**src/rtl/mem_arb_pkg.sv**
```systemverilog
// Shared types for the I/D memory arbiter.
// Funct3 codes, owner tags and the response register layout.
package mem_arb_pkg;

  localparam logic [2:0] F3_B  = 3'b000;
  localparam logic [2:0] F3_H  = 3'b001;
  localparam logic [2:0] F3_W  = 3'b010;
  localparam logic [2:0] F3_BU = 3'b100;
  localparam logic [2:0] F3_HU = 3'b101;

  typedef enum logic {
    OWN_I = 1'b0,
    OWN_D = 1'b1
  } owner_e;

  typedef struct packed {
    owner_e     owner;
    logic       valid;
    logic [2:0] funct3;
    logic [1:0] off;
    logic       err;
  } resp_t;

endpackage

```
**src/rtl/mem_arbiter_lsu_format.sv**
```systemverilog
// Load/store formatting: store lane shift and byte mask,
// misalignment check, load byte/half extract and extension.
module lsu_format
  import mem_arb_pkg::*;
(
  input  logic        st_we,
  input  logic [2:0]  st_funct3,
  input  logic [1:0]  st_off,
  input  logic [31:0] st_wdata,
  output logic [31:0] st_wd,
  output logic [3:0]  st_mask,
  output logic        st_misal,
  input  logic [2:0]  ld_funct3,
  input  logic [1:0]  ld_off,
  input  logic [31:0] ld_word,
  output logic [31:0] ld_data
);

  logic [31:0] sh;

  always_comb begin
    st_wd    = st_wdata;
    st_mask  = 4'b0000;
    st_misal = 1'b1;
    case (st_funct3)
      F3_B: begin
        st_misal = 1'b0;
        st_mask  = 4'b0001 << st_off;
        st_wd    = {4{st_wdata[7:0]}};
      end
      F3_H: begin
        st_misal = st_off[0];
        st_mask  = 4'b0011 << st_off;
        st_wd    = {2{st_wdata[15:0]}};
      end
      F3_W: begin
        st_misal = |st_off;
        st_mask  = 4'b1111;
      end
      // unsigned forms are load-only
      F3_BU:   st_misal = st_we;
      F3_HU:   st_misal = st_we | st_off[0];
      default: st_misal = 1'b1;
    endcase
  end

  always_comb begin
    sh      = ld_word >> {ld_off, 3'b000};
    ld_data = '0;
    case (ld_funct3)
      F3_B:    ld_data = {{24{sh[7]}}, sh[7:0]};
      F3_H:    ld_data = {{16{sh[15]}}, sh[15:0]};
      F3_W:    ld_data = ld_word;
      F3_BU:   ld_data = {24'h0, sh[7:0]};
      F3_HU:   ld_data = {16'h0, sh[15:0]};
      default: ld_data = '0;
    endcase
  end

endmodule

```
**src/rtl/mem_arbiter.sv**
```systemverilog
// Single-port memory arbiter: D-over-I priority with a
// starvation limit, one-cycle read response register.
module mem_arbiter
  import mem_arb_pkg::*;
#(
  parameter int unsigned MAX_D_STREAK = 4
) (
  input  logic        clk,
  input  logic        reset,
  input  logic        i_req,
  input  logic [31:0] i_addr,
  output logic        i_gnt,
  output logic        i_rvalid,
  output logic [31:0] i_rdata,
  input  logic        d_req,
  input  logic        d_we,
  input  logic [2:0]  d_funct3,
  input  logic [31:0] d_addr,
  input  logic [31:0] d_wdata,
  output logic        d_gnt,
  output logic        d_rvalid,
  output logic [31:0] d_rdata,
  output logic        d_err,
  output logic        mem_we,
  output logic [31:0] mem_a,
  output logic [31:0] mem_wd,
  output logic [3:0]  mem_wmask,
  input  logic [31:0] mem_rd
);

  localparam int SW = $clog2(MAX_D_STREAK + 1);
  localparam logic [SW-1:0] STREAK_MAX = SW'(MAX_D_STREAK);

  logic [SW-1:0] streak_q, streak_d;
  resp_t         resp_q, resp_d;
  logic          force_i;
  logic          st_misal;
  logic [31:0]   st_wd, ld_data;
  logic [3:0]    st_mask;
  logic          unused_addr_bits;

  assign unused_addr_bits = ^i_addr[1:0];

  lsu_format u_fmt (
    .st_we     (d_we),
    .st_funct3 (d_funct3),
    .st_off    (d_addr[1:0]),
    .st_wdata  (d_wdata),
    .st_wd     (st_wd),
    .st_mask   (st_mask),
    .st_misal  (st_misal),
    .ld_funct3 (resp_q.funct3),
    .ld_off    (resp_q.off),
    .ld_word   (mem_rd),
    .ld_data   (ld_data)
  );

  always_comb begin
    force_i = i_req & (streak_q == STREAK_MAX);
    d_gnt   = ~reset & d_req & ~force_i;
    i_gnt   = ~reset & i_req & ~d_gnt;
  end

  always_comb begin
    mem_we    = 1'b0;
    mem_a     = '0;
    mem_wd    = '0;
    mem_wmask = 4'b0000;
    if (d_gnt) begin
      mem_a = {d_addr[31:2], 2'b00};
      if (d_we & ~st_misal) begin
        mem_we    = 1'b1;
        mem_wd    = st_wd;
        mem_wmask = st_mask;
      end
    end else if (i_gnt) begin
      mem_a = {i_addr[31:2], 2'b00};
    end
  end

  always_comb begin
    streak_d = streak_q;
    if (i_gnt | ~i_req) begin
      streak_d = '0;
    end else if (d_gnt & (streak_q != STREAK_MAX)) begin
      streak_d = streak_q + 1'b1;
    end
  end

  always_comb begin
    resp_d        = '0;
    resp_d.owner  = OWN_I;
    if (d_gnt) begin
      resp_d.owner  = OWN_D;
      resp_d.valid  = ~d_we;
      resp_d.funct3 = d_funct3;
      resp_d.off    = d_addr[1:0];
      resp_d.err    = st_misal;
    end else if (i_gnt) begin
      resp_d.valid  = 1'b1;
    end
  end

  always_ff @(posedge clk) begin
    if (reset) begin
      streak_q <= '0;
      resp_q   <= '0;
    end else begin
      streak_q <= streak_d;
      resp_q   <= resp_d;
    end
  end

  // gate with reset so an in-flight read vanishes immediately
  always_comb begin
    i_rvalid = ~reset & resp_q.valid & (resp_q.owner == OWN_I);
    d_rvalid = ~reset & resp_q.valid & (resp_q.owner == OWN_D);
    d_err    = ~reset & resp_q.err & (resp_q.owner == OWN_D);
    i_rdata  = i_rvalid ? mem_rd : '0;
    d_rdata  = (d_rvalid & ~resp_q.err) ? ld_data : '0;
  end

endmodule

```
**config.mk**
```make
export PLATFORM = sky130hd
export DESIGN_NAME = mem_arbiter
export DESIGN_NICKNAME = d
export VERILOG_FILES = /design/src/rtl/mem_arb_pkg.sv /design/src/rtl/mem_arbiter_lsu_format.sv /design/src/rtl/mem_arbiter.sv
export SDC_FILE = /design/constraint.sdc
export NUM_CORES = 1
export LEC_CHECK = 0
export ABC_CLOCK_PERIOD_IN_PS = 3200
export CAP_MARGIN = 5
export CORE_AREA = 2 2 107 109
export CTS_BUF_LIST = sky130_fd_sc_hd__clkbuf_4 sky130_fd_sc_hd__clkbuf_8
export CTS_CLUSTER_SIZE = 20
export DETAILED_ROUTE_END_ITERATION = 8
export DIE_AREA = 0 0 109 111
export PLACE_DENSITY = 0.71
export SYNTH_ARGS = -nofsm -noshare
export SYNTH_HDL_FRONTEND = slang
export SYNTH_HIERARCHICAL = 1
export SYNTH_SLANG_ARGS = --single-unit
```
**constraint.sdc**
```tcl
create_clock -name clk -period 3.2 [get_ports clk]
set_input_delay 0.48 -clock clk [delete_from_list [all_inputs] [get_ports clk]]
set_output_delay 0.48 -clock clk [all_outputs]
set_load 0.05 [all_outputs]
```
## Word-level counts from Yosys, hierarchy flattened

Cells that the tools add are included.

| storage, ports and cells | value |
|---|---|
| register bits after elaboration | 11 |
| bits in latches | 0 |
| memory bits (writable) | 0 |
| bits in read-only memories | 0 |
| output and inout bits | 138 |
| memories kept | 0 |

| cells by class | value |
|---|---|
| $add $sub $neg | 1 |
| $mul | 0 |
| div/mod/pow operators | 0 |
| $lt $le $gt $ge | 0 |
| eq/ne operators | 10 |
| shift operators | 3 |
| muxes and demuxes | 17 |
| bitwise gates (word level) | 23 |
| reduce and logical (&&, ||, !) cells | 5 |

Operators by type and width:

| operator | count |
|---|---|
| 32-bit 2-to-1 mux | 6 |
| 32-bit one-hot mux with 5 select lines | 1 |
| 32-bit one-hot mux with 2 select lines | 1 |
| 32-bit by 5-bit >> shifter with 16-bit output | 1 |
| 3-bit == test (second input constant) | 5 |
| 1-bit bitwise AND | 13 |
| 4-bit one-hot mux with 3 select lines | 1 |
| 4-bit 2-to-1 mux | 2 |
| 1-bit inverter | 8 |
| 3-bit by 1-bit == test with 1-bit output (second input constant) | 2 |
| 3-bit by 2-bit == test with 1-bit output (second input constant) | 2 |
| 3-bit zero test | 2 |
| 2-bit OR reduction | 3 |
| 1-bit 2-to-1 mux | 5 |
| 1-bit one-hot mux with 5 select lines | 1 |
| 1-bit by 2-bit << shifter with 4-bit output (first input constant) | 1 |
| 2-bit by 2-bit << shifter with 4-bit output (first input constant) | 1 |
| 3-bit by 1-bit adder with 3-bit output (second input constant) | 1 |
| 3-bit inequality test (second input constant) | 1 |
| 1-bit OR | 2 |

## Longest topological paths before layout

| depth | value |
|---|---|
| depth after elaboration | 8 |
| mapped depth | 8 |

## Hierarchy

The synthesis kept the hierarchy.

By module, submodules not included:

| module | times used | cells an instance | area an instance (sq um) |
|---|---|---|---|
| mem_arbiter | 1 | 272 | 2003.2 |
| lsu_format | 1 | 180 | 1236.2 |

## Least setup slack after synthesis

Ideal clock, no wire load.

| timing path | value |
|---|---|
| path kind | in2out |
| start | input d_funct3[0] |
| end | output mem_wd[0] |
| arrival | 2.940 ns |
| setup slack | -0.220 ns |
| stages on the path | 8 |
| cell sequence | clkbuf_1 buf_1 a221oi_1 nor2_1 nand4bb_1 buf_2 buf_2 nor3b_1 |

| on the way | value |
|---|---|
| longest elaborated chain between the ends | 6 |
| elaborated cells between the ends (all ways) | 10 |
| those cells by class | eq/ne: 4; mux: 3; bitwise: 2; reduce/logical: 1 |

RTL lines:

| what | RTL line | RTL |
|---|---|---|
| start: declaration | mem_arbiter.sv:17 | `input logic [2:0] d_funct3,` |
| 3-bit == test, or another cell as far along | mem_arbiter_lsu_format.sv:25 | `case (st_funct3)` |
| 1-bit one-hot mux with 5 select lines (*) | mem_arbiter_lsu_format.sv:25 |  |
| net st_misal | mem_arbiter.sv:37 | `logic st_misal;` |
| 1-bit inverter (*) | mem_arbiter.sv:71 | `if (d_we & ~st_misal) begin` |
| 1-bit bitwise AND (*) | mem_arbiter.sv:71 |  |
| 32-bit 2-to-1 mux (*) | mem_arbiter.sv:71 |  |
| 32-bit 2-to-1 mux (*) | mem_arbiter.sv:69 | `if (d_gnt) begin` |
| end: declaration | mem_arbiter.sv:26 | `output logic [31:0] mem_wd,` |

The timed path passes the listed nets; every way through them passes the cells marked *.

## Worst setup path after layout

| timing path | value |
|---|---|
| start | input d_funct3[2] |
| end | output mem_wd[0] |

Same word-level chain as after synthesis.

==> flow_summary_export.csv <==
group,metric,value,unit
run_status,outcome,"complete, no violations",
synthesis,synth_ff_type,"dfxtp_1",
layout,nets,820,
placement,dp_slack,0.1963,ns
placement,place_congestion,0.8911,
synthesis,synth_compound_area_share,18.12,%
timing,holdWs,0.4578,ns
route,drc,0,
synthesis,ys_warn_count,6,
synthesis,ys_types,48,
global_route,grt_pass1_vias,4383,
cts,cts.clk_slew.worst_paths,0.05,ns
setup_path,reg2reg_to,"streak_q[0]",
cts,cts.sinks,11,
synthesis,synth_cells,452,
layout,layout_commonest_cell,"clkdlybuf4s50_1",
setup_path,r2r.worst_path.cells,5,
setup_path,cp-startpoint,"d_funct3[2]",
timing,period_share,94.64,%
setup_path,cp-endpoint,"mem_wd[0]",
cts,ctsHoldBuffers,0,
cts,cts_setup_buffers,0,
layout,regArea,220.2,sq um
power,finalPower,1.051,mW
cts,ctsHtreeMaxLevel,1,
setup_path,crit_type,"primary input to output port",
hold_path,holdPathStages,1,
cts,numCtsBuffers,3,
timing,max_slew_margin,65.99,%
setup_path,critPathLaunchType,"primary input",
floorplanning,num_rows,39,
timing,finalSetupViolCount,0,
floorplanning,die_h,111,um
floorplanning,die_w,109,um
setup_path,critical_path_buf_inv_count,3,
synthesis,synthMuxAreaShare,13.56,%
synthesis,synth-simple-area-share,49.32,%
setup_path,worst_ep_required_time,2.72,ns
setup_path,critical_path_peak_fanout,37,
global_route,grt.overflow.total,0,
synthesis,synth-seq-cells,11,
run,max-cap-violations,0,
setup_path,path_cells,"clkdlybuf4s50_1, nor4_1, nor2_1, nand4bb_1, buf_4, nor3b_1, buf_12",
floorplanning,initial_core_util,29.24,%
layout,nFillCells,928,
timing,post-route-min-period,3.028,ns
timing,layout_setup_ws,0.1716,ns
power,p_per_area,151.7,nW/um^2
placement,io_buffers,269,
route,postRouteAntennaNets,0,
route,drt_iter0_drc,200,
synthesis,synth_seq_area_share,6.798,%
timing,finalMaxSlewViolations,0,
synthesis,synthXorXnorAreaFrac,0.2704,%
timing,finClkSkew,0.001580,ns
layout,post-route-util,62.56,%
placement,dpl_cell_area,6883,sq um
floorplanning,core_area,11080,sq um
global_route,antenna_found_initial,0,
timing,rsz0062_at_grt,"no",
cts,clk_latency,0.24,ns
cts,ctsLongestPathBuffers,2,
setup_path,r2r_start,"streak_q[0]",
hold_path,hold_class,"flip-flop to flip-flop",
placement,placedCellCount,820,
route,drt-total-wl,14020,um
power,power.leakage,2.728,nW
route,wire_per_inst,17.01,um
global_route,grt_pass1_wl,21940,um
layout,final_cells,824,
synthesis,async_flop_share,0,%
setup_path,rrSetupSlack,1.78,ns
layout,diodes,0,
setup_path,critPathCaptureType,"output port",
global_route,grt_usage,22.37,%
setup_path,cpLargestDelayFamily,"simple AND/OR/NAND/NOR gates",
setup_path,critPathArrivalTime,2.55,ns
route,vias_per_cell,5.225,
synthesis,synth_edf_count,0,
floorplanning,io_pins,274,
layout,layout_common_cells,"133 x clkdlybuf4s50_1, 106 x buf_12, 66 x and2_1",
route,via_count,4305,
timing,tightest_slew,0.5101,ns
layout,final_area,6929,sq um
setup_path,crit_slowest_cell,"clkdlybuf4s50_1",
layout,multi_input_area,2670,sq um
route,dr.pass1.iters,4,
timing,fmax,0.3302,GHz
cts,cts_root_buf,"clkbuf_8",
floorplanning,die_area,12100,sq um
synthesis,syn_avg_cell_area,7.167,sq um
synthesis,syn_area,3239,sq um
setup_path,max_stage_delay,0.56,ns
synthesis,synth_adder_area_share,0.7725,%
timing,hold_viol,0,
layout,syn_to_final_growth,113.9,%
global_route,grt_max_degree,65,
layout,drive_above_1_share,28.19,%
cts,tritoncts,"done",
placement,dp_hpwl,11260,um
cts,ctsResizeCount,0,
setup_path,cp.depth,7,
power,ir_worst_vdd,0.00008931,V
timing,finalSetupTns,0,ns
synthesis,synth_top_family_by_area,"simple AND/OR/NAND/NOR gates",
==> worst register-to-register path: stages, from the launching register on <==
cell and delay (ns):
dfxtp_1 0.35, inv_1 0.05, ha_1 0.24, a21boi_2 0.14, buf_4 0.34, nor3b_1 0.22
==> Yosys cell counts, types with 3 or more instances <==
cell type,instances,area (sq um)
nand3b_1,60,450.4
a21oi_1,17,85.08
a22oi_1,6,45.04
nand2b_1,6,37.54
buf_6,8,90.09
a21o_1,16,120.1
nor2_1,24,90.09
mux2_2,23,259.0
o21ai_0,7,35.03
nor2b_1,3,18.77
clkbuf_1,25,93.84
and3_1,6,37.54
nor3b_1,41,307.8
o22ai_2,3,37.54
and2_1,66,412.9
nand2_1,17,63.81
buf_4,11,82.58
dfxtp_1,11,220.2
nand3_1,8,40.04
buf_2,13,65.06
mux2i_1,18,180.2
o22ai_1,27,168.9
buf_1,5,18.77
==> state kept, by name (all words and copies together) (netlist names) <==
name,cells
resp_q,8
streak_q,3
==> per-layer routing <==
layer  track usage [%]  vias up  share of wire [%]
li1                  -     2070                  -
met1             23.82     2001                 36
met2             41.74      210                 51
met3             7.055       24                 10
met4             5.470        0                2.3
met5                 0        -                  0
==> area by class of cell <==
class                      instances  share of cell area [%]
timing repair buffer             286                   54.93
multi-input combinational        378                   38.53
sequential                        11                   3.178
tap                              143                   2.582
clock buffer                       3                  0.5959
inverter                           2                  0.1083
clock inverter                     1                 0.07223
==> where the power goes <==
group | total [mW] | internal, mW | switching, mW
Sequential | 0.150 | 0.143 | 0.00715
Combinational | 0.764 | 0.384 | 0.380
Clock | 0.137 | 0.0854 | 0.0513
==> worst min-delay path by stage <==
| stage | start | end | slack [ns] |
|---|---|---|---|
| final | streak_q[0] | streak_q[0] | 0.46 |
| after global routing | streak_q[0] | streak_q[0] | 0.49 |
| after floorplan | streak_q[0] | streak_q[0] | 0.43 |
| after global placement | streak_q[0] | streak_q[0] | 0.44 |
| after CTS | streak_q[0] | streak_q[0] | 0.46 |
| after detailed placement | streak_q[0] | streak_q[0] | 0.45 |
==> logic make-up after synthesis <==
kind of cell	count (synthesis)
AND/OR/NAND/NOR	246
AO/OA/AOI/OAI	86
buffers and inverters	64
multiplexers	41
flip-flops	11
adder cells (fa/ha/maj)	2
other	1
XOR/XNOR	1
(Power assumes the default switching activity.)
